`src/rtl/vram_write_queue.sv`:
```
// rtl/vram_write_queue.sv - screen-window store filter and FIFO feeding the frame-buffer write port
module vram_write_queue #(
    parameter int          DEPTH        = 8,
    parameter logic [14:0] SCREEN_BASE  = 15'h4000,
    parameter int          SCREEN_WORDS = 8192,
    localparam int         AW           = $clog2(SCREEN_WORDS),
    localparam int         PW           = $clog2(DEPTH),
    localparam int         LW           = PW + 1
) (
    input  logic          clk,
    input  logic          reset,
    input  logic          write_m,
    input  logic [14:0]   data_addr,
    input  logic [15:0]   out_m,
    output logic          vram_valid,
    input  logic          vram_ready,
    output logic [AW-1:0] vram_addr,
    output logic [15:0]   vram_data,
    output logic [LW-1:0] level,
    output logic          overflow,
    output logic [15:0]   drop_cnt,
    input  logic          clr_overflow
);

    localparam logic [15:0]   LIMIT      = {1'b0, SCREEN_BASE} + 16'(SCREEN_WORDS);
    localparam logic [LW-1:0] FULL_LEVEL = LW'(DEPTH);

    logic [AW-1:0] r_addr_mem [DEPTH];
    logic [15:0]   r_data_mem [DEPTH];
    logic [PW-1:0] r_head;
    logic [PW-1:0] r_tail;
    logic [LW-1:0] r_level;
    logic          r_overflow;
    logic [15:0]   r_drop_cnt;

    logic          w_in_range;
    logic [AW-1:0] w_offset;
    logic [PW-1:0] w_newest;
    logic          w_full;
    logic          w_pop;
    logic          w_coalesce;
    logic          w_push;
    logic          w_drop;

    assign w_in_range = write_m && (data_addr >= SCREEN_BASE) && ({1'b0, data_addr} < LIMIT);
    assign w_offset   = AW'(data_addr - SCREEN_BASE);
    assign w_newest   = r_tail - PW'(1);
    assign w_full     = (r_level == FULL_LEVEL);
    assign w_pop      = vram_valid && vram_ready;

    // With two or more entries the newest one is never the head, so rewriting it in place
    // cannot disturb what is currently presented to the frame buffer.
    assign w_coalesce = w_in_range && (r_level >= LW'(2)) && (r_addr_mem[w_newest] == w_offset);
    assign w_push     = w_in_range && !w_coalesce && (!w_full || w_pop);
    assign w_drop     = w_in_range && !w_coalesce && w_full && !w_pop;

    always_ff @(posedge clk) begin
        if (!reset) begin
            if (w_push) begin
                r_addr_mem[r_tail] <= w_offset;
                r_data_mem[r_tail] <= out_m;
            end else if (w_coalesce) begin
                r_data_mem[w_newest] <= out_m;
            end
        end
    end

    always_ff @(posedge clk) begin
        if (reset) begin
            r_head  <= '0;
            r_tail  <= '0;
            r_level <= '0;
        end else begin
            if (w_push) begin
                r_tail <= r_tail + PW'(1);
            end
            if (w_pop) begin
                r_head <= r_head + PW'(1);
            end
            if (w_push && !w_pop) begin
                r_level <= r_level + LW'(1);
            end else if (w_pop && !w_push) begin
                r_level <= r_level - LW'(1);
            end
        end
    end

    always_ff @(posedge clk) begin
        if (reset || clr_overflow) begin
            r_overflow <= 1'b0;
            r_drop_cnt <= '0;
        end else if (w_drop) begin
            r_overflow <= 1'b1;
            if (r_drop_cnt != 16'hFFFF) begin
                r_drop_cnt <= r_drop_cnt + 16'd1;
            end
        end
    end

    // Storage is never reset, so the outputs are gated to read 0 while the queue is empty.
    assign vram_valid = (r_level != '0);
    assign vram_addr  = vram_valid ? r_addr_mem[r_head] : '0;
    assign vram_data  = vram_valid ? r_data_mem[r_head] : '0;
    assign level      = r_level;
    assign overflow   = r_overflow;
    assign drop_cnt   = r_drop_cnt;

endmodule

```
`config.mk`:
```
export PLATFORM = sky130hd
export DESIGN_NAME = vram_write_queue
export DESIGN_NICKNAME = d
export VERILOG_FILES = /design/src/rtl/vram_write_queue.sv
export SDC_FILE = /design/constraint.sdc
export NUM_CORES = 1
export LEC_CHECK = 0
export BUFFER_PORTS_ARGS = -buffer_cell sky130_fd_sc_hd__buf_2
export CAP_MARGIN = 15
export CORE_MARGIN = 4
export CORE_UTILIZATION = 52
export DETAILED_ROUTE_END_ITERATION = 8
export PLACE_DENSITY = 0.76
export SYNTH_ARGS = -nofsm -noshare
export SYNTH_HDL_FRONTEND = slang
export SYNTH_SLANG_ARGS = --single-unit
```
`constraint.sdc`:
```
create_clock -name clk -period 13.84 [get_ports clk]
set_input_delay 2.768 -clock clk [delete_from_list [all_inputs] [get_ports clk]]
set_output_delay 2.768 -clock clk [all_outputs]
set_load 0.005 [all_outputs]
```
==> results of run 1 <==
[cells in the mapped netlist, types with 3 or more instances]
cell type / n
buf_4: 5
dfxtp_1: 30
nand2_1: 21
or4_1: 6
mux4_2: 76
a21oi_1: 24
or3_1: 4
mux4_1: 6
nor4_1: 5
mux2i_1: 41
o31ai_1: 6
and3_1: 8
xor2_1: 9
ha_1: 7
nand3_1: 10
nand2b_1: 3
nor3_1: 6
o21ai_0: 5
buf_2: 3
clkbuf_1: 19
inv_1: 7
edfxtp_1: 232
nor2_1: 57
nand2_2: 3
nand4_1: 5
buf_1: 5
xnor2_1: 24
and2_1: 4
[path summary, 6_finish.rpt]
kind | start | end | slack, ps
worst max-delay path | register | vram_data[10] | 8180
worst min-delay path | overflow | overflow | 480
worst max register to register | r_tail[0] | level[3] | 8530
worst min register to register | overflow | overflow | 480
[power breakdown]
| group | switching (mW) | leakage [nW] | internal [mW] |
|---|---|---|---|
| combinational | 0.195 | 1.57 | 0.180 |
| sequential | 0.0248 | 2.33 | 0.870 |
| clock | 0.288 | 0.429 | 0.433 |
| total | 0.508 | 4.33 | 1.48 |
[logic make-up (layout without fill, tap and decap cells)]
family                   Yosys count  count (layout)  synth area share, %
AND/OR/NAND/NOR                  146             146                 6.58
multiplexers                     126             126                 19.9
flip-flops                       262             262                 65.1
XOR/XNOR                          33              33                 2.49
buffers and inverters             44             161                 1.97
AO/OA/AOI/OAI                     52              52                 3.04
adder cells (fa/ha/maj)            8               8                0.925
[state kept, by name, summed over array words and instances, names as in the netlist, named ones only]
signal	flops
drop_cnt	16
level	4
overflow	1
r_addr_mem	104
r_data_mem	128
r_head	3
r_tail	3
[metal layers]
layer	GRT usage (%)	up-vias
li1	-	2893
met1	28.6	3370
met2	34.5	297
met3	3.68	47
met4	5.00	0
met5	0	-
[layout make-up]
type,instances,area [um^2],share of cell area (%)
Clock buffer,31,691,5.19
Clock inverter,17,201,1.51
Inverter,8,32.5,0.245
Multi-Input combinational cell,365,3880,29.2
Sequential cell,262,7570,56.9
Tap cell,280,350,2.63
Timing Repair Buffer,105,573,4.31
[cells in the final DEF, fill, tap and decap left out, drive strengths merged, types with 3 or more instances in the layout]
cell type / Yosys / layout
or4: 6 / 6
bufinv: 0 / 4
nand2: 24 / 24
edfxtp: 232 / 232
buf: 16 / 105
xor2: 9 / 9
clkinv: 0 / 10
clkinvlp: 0 / 3
o31ai: 6 / 6
a21oi: 24 / 24
nand3: 12 / 12
and2: 4 / 4
inv: 8 / 8
nor3: 6 / 6
xnor2: 24 / 24
nor4: 5 / 5
dfxtp: 30 / 30
mux4: 82 / 82
nand4: 6 / 6
o21ai: 6 / 6
ha: 7 / 7
a41oi: 3 / 3
clkbuf: 20 / 31
nand2b: 3 / 3
nor2: 57 / 57
mux2: 3 / 3
or3: 4 / 4
mux2i: 41 / 41
and3: 8 / 8
[worst max-delay path, delay by kind of cell, from the launching register on]
kind / cells / cell delay [ps]
simple gates: 1 / 100
mux: 2 / 760
buf+inv: 2 / 810
flops: 1 / 690
[stage by stage]
stage          instances  hold slack [ps]
2_1_floorplan        671              454
6_report            1068              476
4_1_cts             1068              478
3_3_place_gp        1020              450
3_5_place_dp        1020              462
5_1_grt             1068              507
==> metrics, run 1 <==
met1 wire length=10.1 mm; Die ar.=24800 um^2; fillers=1596; CTS max path bufs=3; post-synth top area share=59.9%; io pins=87; fraction of registers with async set/reset=0%; gpl congestion=0.808; # H-tree levels=1; # Post-CTS Setup Buffers=0; Setup WS post-layout=8180 ps; IO Port Bufs=86; Slew Limit Fails=0; synth unique cells=58; post-layout util=60.8%; via/cell ratio=6.19; antenna-violating nets left=0; slowest cell delay on critical path=690 ps; slowest CP cell=dfxtp_4; DRC violations left=0; hold crit path type=register to register; vias in the first global route=6842; WL met2=12.8 mm; Max Used Layer=met4; DP Wirelength=15.0 mm; Power Total=1.99 mW; Primary FF master, synth=edfxtp_1; via count=6607; Slew HR=32.1%; Tmin final=5660 ps; syn_area_per_cell=17.3 um^2; critical-path cell list=buf_4, mux4_2, mux2i_1, nor2_1, buf_2; GRT Util Overall=20.6%; layout cells sized above 1=31.9%; CTS root buf=clkbuf_16; RSZ-0062 raised after global routing=false; Syn Inst Count=671; placed inst area=12400 um^2; top cells by area, synth=edfxtp_1, mux4_2, dfxtp_1; # Max-Cap Violations=0; largest net degree at the start of global routing=59; VDD IR-drop max=0.187 mV; total negative slack=0 ps; clock edge transition at the registers on the reported setup and hold paths=60 ps; CP Capture Type=primary output; Avg WL per Cell=23.5 um; cells on worst reg2reg path=19; DRT iter0 DRCs=743; pre-CTS setup slack=7810 ps; Lkg Pwr=4.33 nW; post-synth net total=715; worst skew pair latency=520 ps; CTS tree=built; Data required, critical path=11070 ps; Synth Warn #=0; Post-Route WL=25.1 mm; Initial Utilization=53.1%; crit path max fanout=34; power per standard cell area=150 nW/um^2; final hold viol count=0; Netlist Area Pre-Place=11600 um^2; post-CTS resize count=0; total CTS buffers=26; # hold bufs at CTS=0; EDFF count, synth=232; nets=812; status=complete, no violations; gr ovfl total=0; area leader, netlist=edfxtp_1; Startpoint Class=register; post-synthesis sequential area ratio=65.1%; Worst Tran Pin Value=1010 ps; first-pass GRT wire length=39.3 mm; Final Cell Area=13300 um^2; TritonRoute pass-1 iters=5; Tcrit/Tclk final=40.9%; WHS Path Cells=1; Met3 Wirelength=1.74 mm; initial antenna violation count=0; synthesis-to-finish area growth=14.4%; synthesis-stage register bit count=262; die width=158 um; final setup violation count=0; FP Rows=54; # diodes=0; critical path class=register to primary output; TritonCTS Sinks=262; Arr. time, crit path=2890 ps; Fmax=0.177 GHz; die height=158 um; Setup Skew=10.6 ps; core area=21900 um^2
(Power assumes the default switching activity.)
==> inputs of run 2 (changes only) <==
Clock period 13.84 ns to 5.5 ns, I/O delays scaled along.
==> metrics, run 2 (same netlist as run 1, synthesis figures left out) <==
total negative slack=0 ps (unchanged); slowest CP cell=ha_1; power per standard cell area=379 nW/um^2 (+150%); io pins=87 (unchanged); Largest register FFs=128 (unchanged); # Max-Cap Violations=0 (unchanged); Setup WS post-layout=327 ps (-7850 ps); CP Capture Type=register; RSZ-0062 raised after global routing=false; CTS tree=built; final setup violation count=0 (unchanged); most frequent cells in the layout=edfxtp_1, buf_2, mux4_2; Lkg Pwr=4.36 nW (+0.71%); Slew Limit Fails=0 (unchanged); most common cell type on the critical path=ha_1; Startpoint Class=register; # Post-CTS Setup Buffers=0 (unchanged); Tcrit/Tclk final=94.1%; DP Wirelength=15.1 mm (+0.61%); VDD IR-drop max=0.323 mV (+73%); gr ovfl total=0 (unchanged); antenna-violating nets left=0 (unchanged); Arr. time, crit path=5620 ps (+2730 ps); total CTS buffers=27 (+3.8%); CTS root buf=clkbuf_16; TritonRoute pass-1 iters=5 (unchanged); final hold viol count=0 (unchanged); IO Port Bufs=86 (unchanged); clock edge transition at the registers on the reported setup and hold paths=70 ps (about the same); slowest cell delay on critical path=950 ps (+260 ps); # H-tree levels=1 (unchanged); GRT Util Overall=20.0% (-0.59 points); final cell count without fillers=1076 (+0.75%); post-layout util=61.1% (+0.30 points); Initial Utilization=53.1% (unchanged); via/cell ratio=6.22 (+0.55%); largest net degree at the start of global routing=39 (-34%); Die ar.=24800 um^2 (unchanged); core area=21900 um^2 (unchanged); post-CTS resize count=0 (unchanged); synthesis-to-finish area growth=15.0%; multi-input logic area=3870 um^2 (-0.16%); crit path max fanout=20 (-41%); layout cells sized above 1=32.2% (+0.35 points); Fmax=0.193 GHz; via count=6693 (+1.3%); FP Rows=54 (unchanged); cell family with most CP delay=adder cells; pre-CTS setup slack=404 ps (-7410 ps); first-pass GRT wire length=38.5 mm (-2.1%); vias in the first global route=6922 (+1.2%); Post-Place Cells=1026 (+0.59%); Buf/Inv on CP=3 (+1); hold crit path type=register to register; fillers=1590 (-0.38%); initial antenna violation count=0 (unchanged); worst skew pair latency=530 ps (about the same); critical path class=register to register; Setup Skew=18.7 ps (+8.09 ps); most common cell after layout, fill and taps aside=edfxtp_1; # hold bufs at CTS=0 (unchanged); Data required, critical path=5950 ps (-5120 ps); Worst path depth=17 (+12); gpl congestion=0.849 (+5.0%); DRC violations left=0 (unchanged); die width=158 um (unchanged); Worst Tran Pin Value=1160 ps (+152 ps); status=complete, no violations; TritonCTS Sinks=262 (unchanged); die height=158 um (unchanged); Tmin final=5170 ps; critical-path cell list=inv_1, ha_1, mux4_1, xnor2_1, a41oi_1, a22oi_1, nand4_4, nand3_4, inv_4, ha_1, inv_1, ha_1, a21o_1, a21oi_1, xnor2_1, or3_1, a21oi_1; Reg with most FFs=r_data_mem; cells on worst reg2reg path=17 (-2); CTS max path bufs=3 (unchanged); Slew HR=22.4% (-9.8 points); DRT iter0 DRCs=669 (-10%); register area=7570 um^2 (unchanged); WHS Path Cells=1 (unchanged); Post-Route WL=24.6 mm (-2.0%); nets=819 (+0.86%); Avg WL per Cell=22.8 um (-2.7%)
## run 2: per-stage QoR
| stage | hold slack (ps) | instance area, um^2 | total power [mW] |
|---|---|---|---|
| 4_1_cts | 470 | 13400 | 5.11 |
| 2_1_floorplan | 454 | 11600 | 2.90 |
| 3_5_place_dp | 454 | 12500 | 3.25 |
| 5_1_grt | 486 | 13400 | 5.28 |
| 6_report | 464 | 13400 | 5.07 |
| 3_3_place_gp | 453 | 12500 | 3.22 |
## run 2: power breakdown
group	switching (mW)	internal [mW]
sequential	0.104	2.19
combinational	0.440	0.454
clock	0.743	1.14
## run 2: area by class of cell
type	count	share of cell area (%)
Sequential cell	262	56.7
Multi-Input combinational cell	365	29.0
Clock buffer	30	5.14
Timing Repair Buffer	111	4.62
Tap cell	280	2.62
Clock inverter	19	1.72
Inverter	8	0.243
Antenna cell	1	0.0187
## run 2: final timing paths
path              end  slack [ps]       from
max          level[3]         330  r_tail[1]
min          overflow         460   overflow
max reg2reg  level[3]         330  r_tail[1]
min reg2reg  overflow         460   overflow
## run 2: routing by layer
| layer | global-route usage [%] | share of wire (%) | vias to the layer above | routed length, um |
|---|---|---|---|---|
| li1 | - | - | 2907 | - |
| met1 | 28.5 | 41 | 3440 | 9990 |
| met2 | 32.8 | 50 | 306 | 12400 |
| met3 | 3.05 | 7.3 | 40 | 1800 |
| met4 | 5.33 | 1.6 | 0 | 381 |
| met5 | 0 | 0 | - | 0 |
## run 2: worst reg2reg max path: stages (launching register included)
cell	delay, ps
dfxtp_1	520
inv_1	200
ha_1	950
mux4_1	440
xnor2_1	270
a41oi_1	160
a22oi_1	430
nand4_4	290
nand3_4	260
inv_4	80
ha_1	210
inv_1	120
ha_1	250
a21o_1	170
a21oi_1	180
xnor2_1	100
or3_1	300
a21oi_1	160
==> inputs of run 3 (changes only) <==
Settings changed: RECOVER_POWER from default to 25, SETUP_SLACK_MARGIN from default to 0.1.
==> metrics, run 3 (same netlist as run 1, synthesis figures left out) <==
Hold Startpoint=overflow; GRT Util Overall=20.0% (unchanged); cells on worst reg2reg path=17 (unchanged); layout cells sized above 1=29.8% (-2.4 points); # diodes=0 (-1); # Max-Cap Violations=0 (unchanged); die height=158 um (unchanged); Setup WS post-layout=565 ps (+238 ps); TritonCTS Sinks=262 (unchanged); Largest register FFs=128 (unchanged); RSZ-0062 raised after global routing=false; first-pass GRT wire length=38.5 mm (unchanged); largest net degree at the start of global routing=39 (unchanged); Tcrit/Tclk final=89.7% (-4.3 points); # H-tree levels=1 (unchanged); DRT iter0 DRCs=663 (-0.90%); via/cell ratio=6.20 (-0.28%); Startpoint Class=register; initial antenna violation count=0 (unchanged); final setup violation count=0 (unchanged); Lkg Pwr=4.30 nW (-1.3%); Slew Limit Fails=0 (unchanged); TritonRoute pass-1 iters=5 (unchanged); antenna-violating nets left=0 (unchanged); IO Port Bufs=86 (unchanged); CTS root buf=clkbuf_16; Die ar.=24800 um^2 (unchanged); gr ovfl total=0 (unchanged); Data required, critical path=5940 ps (about the same); power per standard cell area=380 nW/um^2 (+0.14%); Worst Tran Pin Value=1160 ps (-7.52 ps); Setup Skew=20.7 ps (+2.08 ps); pre-CTS setup slack=404 ps (unchanged); core area=21900 um^2 (unchanged); most frequent cells in the layout=edfxtp_1, mux4_2, buf_2; VDD IR-drop max=0.321 mV (-0.53%); worst skew pair latency=530 ps (about the same); hold crit path type=register to register; Reg with most FFs=r_data_mem; io pins=87 (unchanged); Initial Utilization=53.1% (unchanged); Avg WL per Cell=22.7 um (-0.50%); total negative slack=0 ps (unchanged); synthesis-to-finish area growth=14.7%; reg2reg start=r_tail[1]; WHS Path Cells=1 (unchanged); Post-Route WL=24.4 mm (-0.59%); status=complete, no violations; CTS max path bufs=3 (unchanged); Worst Hold End=overflow; vias in the first global route=6922 (unchanged); Fmax=0.203 GHz (+4.8%); CP Capture Type=register; crit path max fanout=20 (unchanged); Tmin final=4940 ps (-238 ps); multi-input logic area=3880 um^2 (about the same); via count=6668 (-0.37%); Arr. time, crit path=5380 ps (-240 ps); DRC violations left=0 (unchanged); Slew HR=22.9% (+0.50 points); DP Wirelength=15.1 mm (unchanged); placed inst area=12500 um^2 (unchanged); nets=819 (unchanged); clock edge transition at the registers on the reported setup and hold paths=70 ps (about the same); FP Rows=54 (unchanged); CTS tree=built; register area=7570 um^2 (unchanged); critical path class=register to register; gpl congestion=0.849 (unchanged); final hold viol count=0 (unchanged); fillers=1602 (+0.75%); die width=158 um (unchanged); flop2flop setup slack=560 ps (+240 ps); total CTS buffers=27 (unchanged); Reg-to-Reg End=level[3]; most common cell after layout, fill and taps aside=edfxtp_1; Final Cell Area=13300 um^2 (-0.19%)
-- run 3: changes by cell type in the layout (fill, tap and decap cells not counted), sizes merged --
cell,before,now
diode,1,0
clkbuf,30,50
buf,111,91
-- run 3: worst max-delay path by stage --
stage,from,to,slack (ps),depth (start not counted)
final,r_tail[1],level[3],560,17
after global routing,r_tail[1],level[3],300,17
after CTS,r_tail[1],level[3],380,17
after detailed placement,r_tail[1],level[3],400,17
after global placement,r_tail[1],level[3],660,17
after floorplan,r_tail[0],r_addr_mem[1][0],1000,14
-- run 3: power by group --
| part | total (mW) | internal, mW | switching [mW] |
|---|---|---|---|
| clock | 1.88 | 1.14 | 0.743 |
| combinational | 0.891 | 0.452 | 0.438 |
| sequential | 2.30 | 2.19 | 0.105 |
-- run 3: cell type report --
type / count / area share, %
well taps: 280 / 2.63
repair buffers: 111 / 4.44
clock inverters: 19 / 1.73
inverters: 8 / 0.244
clock buffers: 30 / 5.15
flip-flops and latches: 262 / 56.8
multi-input cells: 365 / 29.1
-- run 3: timing repair --
| item | CTS | global route |
|---|---|---|
| hold buffers | 0 | 0 |
| gates resized for setup | 0 | 1 |
| endpoints found under the setup margin | 0 | 1 |
| setup buffers | 0 | 0 |
-- run 3: metrics by stage --
step	util, %	hold WS (ps)	instances	power (mW)
after floorplan	-	454	671	2.90
after global placement	56.9	453	1026	3.22
after detailed placement	56.9	454	1026	3.25
after CTS	61.1	470	1075	5.11
after global routing	61.0	486	1075	5.28
final	61.0	464	1075	5.07
-- run 3: metal layers --
layer / global-route usage [%] / wire length [um]
met2: 32.8 / 12200
met3: 3.05 / 1730
met1: 28.5 / 10100
met5: 0 / 0
met4: 5.33 / 431
-- run 3: critical path, cell delays in order, from the launching register on --
cell     delay, ps
dfxtp_1        520
inv_1          190
ha_2           720
mux4_1         400
xnor2_1        270
a41oi_1        160
a22oi_1        450
nand4_4        290
nand3_4        260
inv_4           70
ha_1           210
inv_1          120
ha_1           250
a21o_1         170
a21oi_1        180
xnor2_1        100
or3_1          300
a21oi_1        160
